==> config.mk <==
export PLATFORM = sky130hd
export DESIGN_NAME = forward_sb
export DESIGN_NICKNAME = d
export VERILOG_FILES = /design/src/rtl/forward_sb.sv
export SDC_FILE = /design/constraint.sdc
export NUM_CORES = 1
export LEC_CHECK = 0
export CORE_AREA = 2 2 158 160
export CTS_BUF_LIST = sky130_fd_sc_hd__clkbuf_16
export CTS_CLUSTER_DIAMETER = 40
export DETAILED_ROUTE_END_ITERATION = 6
export DIE_AREA = 0 0 160 162
export SYNTH_ARGS = -nofsm -noshare
export SYNTH_HDL_FRONTEND = slang
export SYNTH_SLANG_ARGS = --single-unit
==> constraint.sdc <==
create_clock -name clk -period 5.1 [get_ports clk]
set_input_delay 1.02 -clock clk [delete_from_list [all_inputs] [get_ports clk]]
set_output_delay 1.02 -clock clk [all_outputs]
set_load 0.02 [all_outputs]
==> src/rtl/forward_sb.sv <==
// forward_sb: operand forwarding and load hazard unit for the decode/EX boundary.
//   Forwards the youngest in-flight write (EX, returning load, MEM, WB) to each
//   of NUM_RD read ports. It tracks one outstanding load in a scoreboard so that
//   load data may return after a variable latency.
//   Ports:
//     clk, rst (async, active-low)
//     rd_addr/rd_data   : packed read port addresses and register-file data
//     ex_*/mem_*/wb_*   : in-flight writers
//     ld_ret_valid/data : load return from data memory
//     f_rd_data         : forwarded operands
//     stall, ld_pend, hazard_timeout (sticky), stall_cnt (saturating)

// Per-port forwarding mux and hazard address match.
module forward_sb_lane #(
  parameter int AW       = 5,
  parameter int DW       = 32,
  parameter int ZERO_REG = 0
) (
  input  logic [AW-1:0] addr,
  input  logic [DW-1:0] rf_data,
  input  logic          ex_fwd,
  input  logic [AW-1:0] ex_waddr,
  input  logic [DW-1:0] ex_data,
  input  logic          ld_fwd,
  input  logic [AW-1:0] pend_addr,
  input  logic [DW-1:0] ld_data,
  input  logic          mem_we,
  input  logic [AW-1:0] mem_waddr,
  input  logic [DW-1:0] mem_wdata,
  input  logic          wb_we,
  input  logic [AW-1:0] wb_waddr,
  input  logic [DW-1:0] wb_wdata,
  output logic [DW-1:0] fwd_data,
  output logic          hit_ex,
  output logic          hit_pend
);
  logic zero;
  assign zero = (ZERO_REG != 0) && (addr == '0);

  always_comb begin
    hit_ex   = !zero && (addr == ex_waddr);
    hit_pend = !zero && (addr == pend_addr);
    fwd_data = rf_data;
    if (!zero) begin
      if (ex_fwd && hit_ex)                     fwd_data = ex_data;
      else if (ld_fwd && hit_pend)              fwd_data = ld_data;
      else if (mem_we && (mem_waddr == addr))   fwd_data = mem_wdata;
      else if (wb_we && (wb_waddr == addr))     fwd_data = wb_wdata;
    end
  end
endmodule

module forward_sb #(
  parameter int NUM_RD   = 3,
  parameter int AW       = 5,
  parameter int DW       = 32,
  parameter int ZERO_REG = 0,
  parameter int TIMEOUT  = 64
) (
  input  logic                 clk,
  input  logic                 rst,
  input  logic [NUM_RD*AW-1:0] rd_addr,
  input  logic [NUM_RD*DW-1:0] rd_data,
  input  logic                 ex_reg_write,
  input  logic                 ex_dm_read,
  input  logic [1:0]           ex_sel,
  input  logic [AW-1:0]        ex_waddr,
  input  logic [DW-1:0]        ex_imm,
  input  logic [DW-1:0]        ex_alu,
  input  logic                 mem_reg_write,
  input  logic [AW-1:0]        mem_waddr,
  input  logic [DW-1:0]        mem_wdata,
  input  logic                 wb_reg_write,
  input  logic [AW-1:0]        wb_waddr,
  input  logic [DW-1:0]        wb_wdata,
  input  logic                 ld_ret_valid,
  input  logic [DW-1:0]        ld_ret_data,
  output logic [NUM_RD*DW-1:0] f_rd_data,
  output logic                 stall,
  output logic                 ld_pend,
  output logic                 hazard_timeout,
  output logic [15:0]          stall_cnt
);
  localparam int RW = $clog2(TIMEOUT) + 1;

  logic [NUM_RD-1:0][AW-1:0] addr_a;
  logic [NUM_RD-1:0][DW-1:0] rdat_a, fwd_a;
  logic [NUM_RD-1:0]         hit_ex, hit_pend;

  logic          ld_pend_q, ld_pend_d;
  logic [AW-1:0] pend_addr_q, pend_addr_d;
  logic [RW-1:0] run_q, run_d;
  logic          hazard_timeout_q, hazard_timeout_d;
  logic [15:0]   stall_cnt_q, stall_cnt_d;

  logic          ex_fwd, ld_fwd;
  logic [DW-1:0] ex_data;
  logic          stall_a, stall_b, stall_c, issue;

  assign addr_a    = rd_addr;
  assign rdat_a    = rd_data;
  assign f_rd_data = fwd_a;

  // Loads never forward from EX; ex_sel 2/3 have no value yet.
  assign ex_fwd  = ex_reg_write && !ex_dm_read && !ex_sel[1];
  assign ex_data = ex_sel[0] ? ex_alu : ex_imm;
  assign ld_fwd  = ld_pend_q && ld_ret_valid;

  for (genvar i = 0; i < NUM_RD; i++) begin : g_lane
    forward_sb_lane #(.AW(AW), .DW(DW), .ZERO_REG(ZERO_REG)) u_lane (
      .addr      (addr_a[i]),
      .rf_data   (rdat_a[i]),
      .ex_fwd    (ex_fwd),
      .ex_waddr  (ex_waddr),
      .ex_data   (ex_data),
      .ld_fwd    (ld_fwd),
      .pend_addr (pend_addr_q),
      .ld_data   (ld_ret_data),
      .mem_we    (mem_reg_write),
      .mem_waddr (mem_waddr),
      .mem_wdata (mem_wdata),
      .wb_we     (wb_reg_write),
      .wb_waddr  (wb_waddr),
      .wb_wdata  (wb_wdata),
      .fwd_data  (fwd_a[i]),
      .hit_ex    (hit_ex[i]),
      .hit_pend  (hit_pend[i])
    );
  end

  always_comb begin
    stall_a = ex_dm_read && ex_reg_write && (|hit_ex);
    stall_b = ld_pend_q && !ld_ret_valid && (|hit_pend);
    // Only one load can be outstanding; a new one waits unless the slot frees now.
    stall_c = ex_dm_read && ld_pend_q && !ld_ret_valid;
    stall   = stall_a || stall_b || stall_c;
    issue   = ex_dm_read && ex_reg_write && !stall_c;

    ld_pend_d   = ld_pend_q;
    pend_addr_d = pend_addr_q;
    if (issue) begin
      ld_pend_d   = 1'b1;
      pend_addr_d = ex_waddr;
    end else if (ld_fwd) begin
      ld_pend_d   = 1'b0;
    end

    run_d = '0;
    if (stall) run_d = (run_q == RW'(TIMEOUT)) ? run_q : run_q + 1'b1;

    hazard_timeout_d = hazard_timeout_q || (stall && (run_q >= RW'(TIMEOUT - 1)));

    stall_cnt_d = stall_cnt_q;
    if (stall && (stall_cnt_q != 16'hFFFF)) stall_cnt_d = stall_cnt_q + 16'd1;
  end

  always_ff @(posedge clk or negedge rst) begin
    if (!rst) begin
      ld_pend_q        <= 1'b0;
      pend_addr_q      <= '0;
      run_q            <= '0;
      hazard_timeout_q <= 1'b0;
      stall_cnt_q      <= '0;
    end else begin
      ld_pend_q        <= ld_pend_d;
      pend_addr_q      <= pend_addr_d;
      run_q            <= run_d;
      hazard_timeout_q <= hazard_timeout_d;
      stall_cnt_q      <= stall_cnt_d;
    end
  end

  assign ld_pend        = ld_pend_q;
  assign hazard_timeout = hazard_timeout_q;
  assign stall_cnt      = stall_cnt_q;
endmodule

==> results.ini <==
[yosys]
synth_edf_count=0
ys_async_sr_fraction_pct=100.0
ys_warn_count=0
syn_area_per_cell_um2=7.736
ys_seq_elements=30
yosys.cell_types.count=37
synthCells=799
yosysSeqAreaShare_pct=12.15
ys.flop_type=dfrtp_1
syn_nets=1097
mappedNetlistArea_um2=6181

[timing]
setup_viol=0
max_freq_mhz=202.9
tns_ns=0
drv_slew=0
finalHoldViolCount=0
fin_skew_ns=0.001909
period_share_pct=96.63
rsz0062_at_grt=no
worstMarginPinSlew_ns=0.6986
min_period_ns=4.928
slew_headroom_pct=53.43

[worst_setup_path]
critPathMaxStageDelay_ns=0.66
slowest_stage=clkdlybuf4s50_1
path_class=input pin to output pin
path_max_fanout=19
worstPathArrival_ns=3.91
cp.required_ns=4.08
critPathLaunchType=input pin
endpoint_kind=output pin
worstPathCellList=clkdlybuf4s50_1 > xor2_1 > nor4_1 > and3_2 > buf_12 > mux2i_1 > a211oi_1 > a211oi_1 > a21oi_1 > clkdlybuf4s50_1

[global_route]
gr-total-overflow=0
grtUsageTotal_pct=24.12
grt_pass1_vias=7664
grt_pass1_wl_um=48580
grt_start_max_net_pins=65
antenna_found_initial=11

[run]
max_cap_viol_count=0

[die]
die_height_um=162
coreArea_um2=24110
initial_core_util_pct=25.64
die_area_um2=25920
die_x_um=160
num_rows=57
io_pins=410

[power]
ir_drop_mv=0.2823
p_per_area_nw_per_um2=139.6
leakagePower_nw=3.828

[route]
drc=0
dr.pass1.iters=5
drt-initial-drc-count=506
wl_per_cell_um=22.07
final_antenna_net_count=0
viasPerCell=5.271
drt-total-wl_um=33100
routed-via-count=7906

[layout]
stdcell_count=1500
syn_to_final_growth_pct=74.43
fin_nets=1464
stdcell_area_um2=10780
final_util_pct=44.73
layout-drive-gt1-share_pct=5.398

[cts]
cts_htree_levels=2
clock-sinks=30
cts_buffers=5
postCtsSetupBuffers=0
cts_tree=built
cts-root-buf=clkbuf_16
clock_path_buffers=2
clk_latency_ns=0.27
clkSlewWorstSetupHoldPaths_ns=0.05
postCtsHoldBufs=0
cts_resized=0

[place]
portBuffers=409
dpl_cell_area_um2=10620
dpl.hpwl_um=25850
gp_congestion=0.9309
dp.cells=1483

[worst_hold_path]
hp-class=flop to flop

[run_status]
outcome=finished, final reports clean

## metrics by stage
step	setup slack, ns	power, mW	hold WS [ns]
finish	0.1718	1.505	0.4893
global route	0.0006311	1.589	0.5109
CTS	0.1645	1.514	0.4983
floorplan	1.464	0.7078	0.5192
global placement	0.1825	1.234	0.4653
detailed placement	0.1670	1.236	0.4763
## path summary, 6_finish.rpt
check | slack (ns) | cells past startpoint | to | startpoint
max in group asynchronous | 3.69 | 2 | stall_cnt[1] | rst
max reg2reg | 2.76 | 7 | stall_cnt[1] | pend_addr_q[4]
min in group asynchronous | 1.13 | 2 | run_q[2] | rst
max | 0.17 | 10 | f_rd_data[25] | rd_addr[1]
min | 0.49 | 1 | hazard_timeout | hazard_timeout
min reg2reg | 0.49 | 1 | hazard_timeout | hazard_timeout
## final cells by class
class	count	area [um^2]
Fill cell	2427	13320
Multi-Input combinational cell	688	4941
Timing Repair Buffer	438	4514
Sequential cell	30	750.7
Tap cell	324	405.4
Clock buffer	5	125.1
Antenna cell	9	22.52
Clock inverter	3	11.26
Inverter	3	11.26
## layout by cell type (no fill, tap or decap), drive strengths merged
master,instances
a211oi,192
a21o,1
a21oi,98
a31o,1
a31oi,1
and2,2
and3,16
and4,2
buf,32
clkbuf,5
clkdlybuf4s50,406
clkinv,3
dfrtp,30
diode,9
ha,3
inv,3
mux2,7
mux2i,128
nand2,5
nand2b,2
nand3,20
nand4,5
nor2,109
nor2b,1
nor3,6
nor4,7
o21bai,1
o41ai,1
xnor2,35
xor2,45
## critical path: cells and delay by family
kind / cells / cell delay (ns)
AO/OA/AOI/OAI: 3 / 0.51
buffers and inverters: 3 / 1.42
multiplexers: 1 / 0.10
XOR/XNOR: 1 / 0.21
AND/OR/NAND/NOR: 2 / 0.62
## layer usage
| metal | vias to the layer above | global-route usage (%) | routed length (um) |
|---|---|---|---|
| met5 | - | 0 | 36 |
| met3 | 64 | 4.928 | 2313 |
| met1 | 3697 | 29.08 | 13400 |
| met2 | 338 | 42.62 | 16280 |
| met4 | 4 | 8.559 | 1068 |
| li1 | 3803 | - | - |
## state kept, by name (all words and copies together) (netlist names)
| name | count |
|---|---|
| ld_pend | 1 |
| hazard_timeout | 1 |
| pend_addr_q | 5 |
| run_q | 7 |
| stall_cnt | 16 |
## Yosys cell counts (2+ instances only)
cell type	count	area [um^2]
a211oi_1	191	1434
mux2i_1	128	1281
nor2_1	106	397.9
a21oi_1	97	485.5
xor2_1	45	394.1
xnor2_1	35	306.5
clkbuf_1	32	120.1
dfrtp_1	30	750.7
buf_2	24	120.1
nand3_1	20	100.1
and3_1	16	100.1
buf_12	7	140.1
buf_4	7	52.55
nor4_1	7	43.79
mux2_2	6	67.56
nand2_1	5	18.77
nand4_1	5	31.28
buf_6	4	45.04
ha_1	3	37.54
inv_1	3	11.26
nor2_2	3	18.77
nor3_1	3	15.01
nor3_2	3	30.03
and2_1	2	12.51
and4_1	2	17.52
buf_8	2	30.03
clkbuf_2	2	10.01
nand2b_1	2	12.51
## kinds of logic after synthesis
logic type	count (synthesis)	synth area share (%)
AOI/OAI and AO/OA	295	32.33
and+or+nand+nor	175	13.02
muxes	135	22.00
buffers and inverters	81	8.563
xor gates and xnor gates	80	11.34
DFF	30	12.15
adders and majority gates	3	0.6074
## power by group
group          leakage, nW  total (mW)  switching, mW  internal (mW)
Combinational         3.36       0.928          0.420          0.509
Sequential           0.398       0.304         0.0378          0.266
Clock               0.0664       0.273         0.0978          0.175
Total                 3.83        1.51          0.555          0.950
No activity file was read; power rests on OpenSTA's default activity.
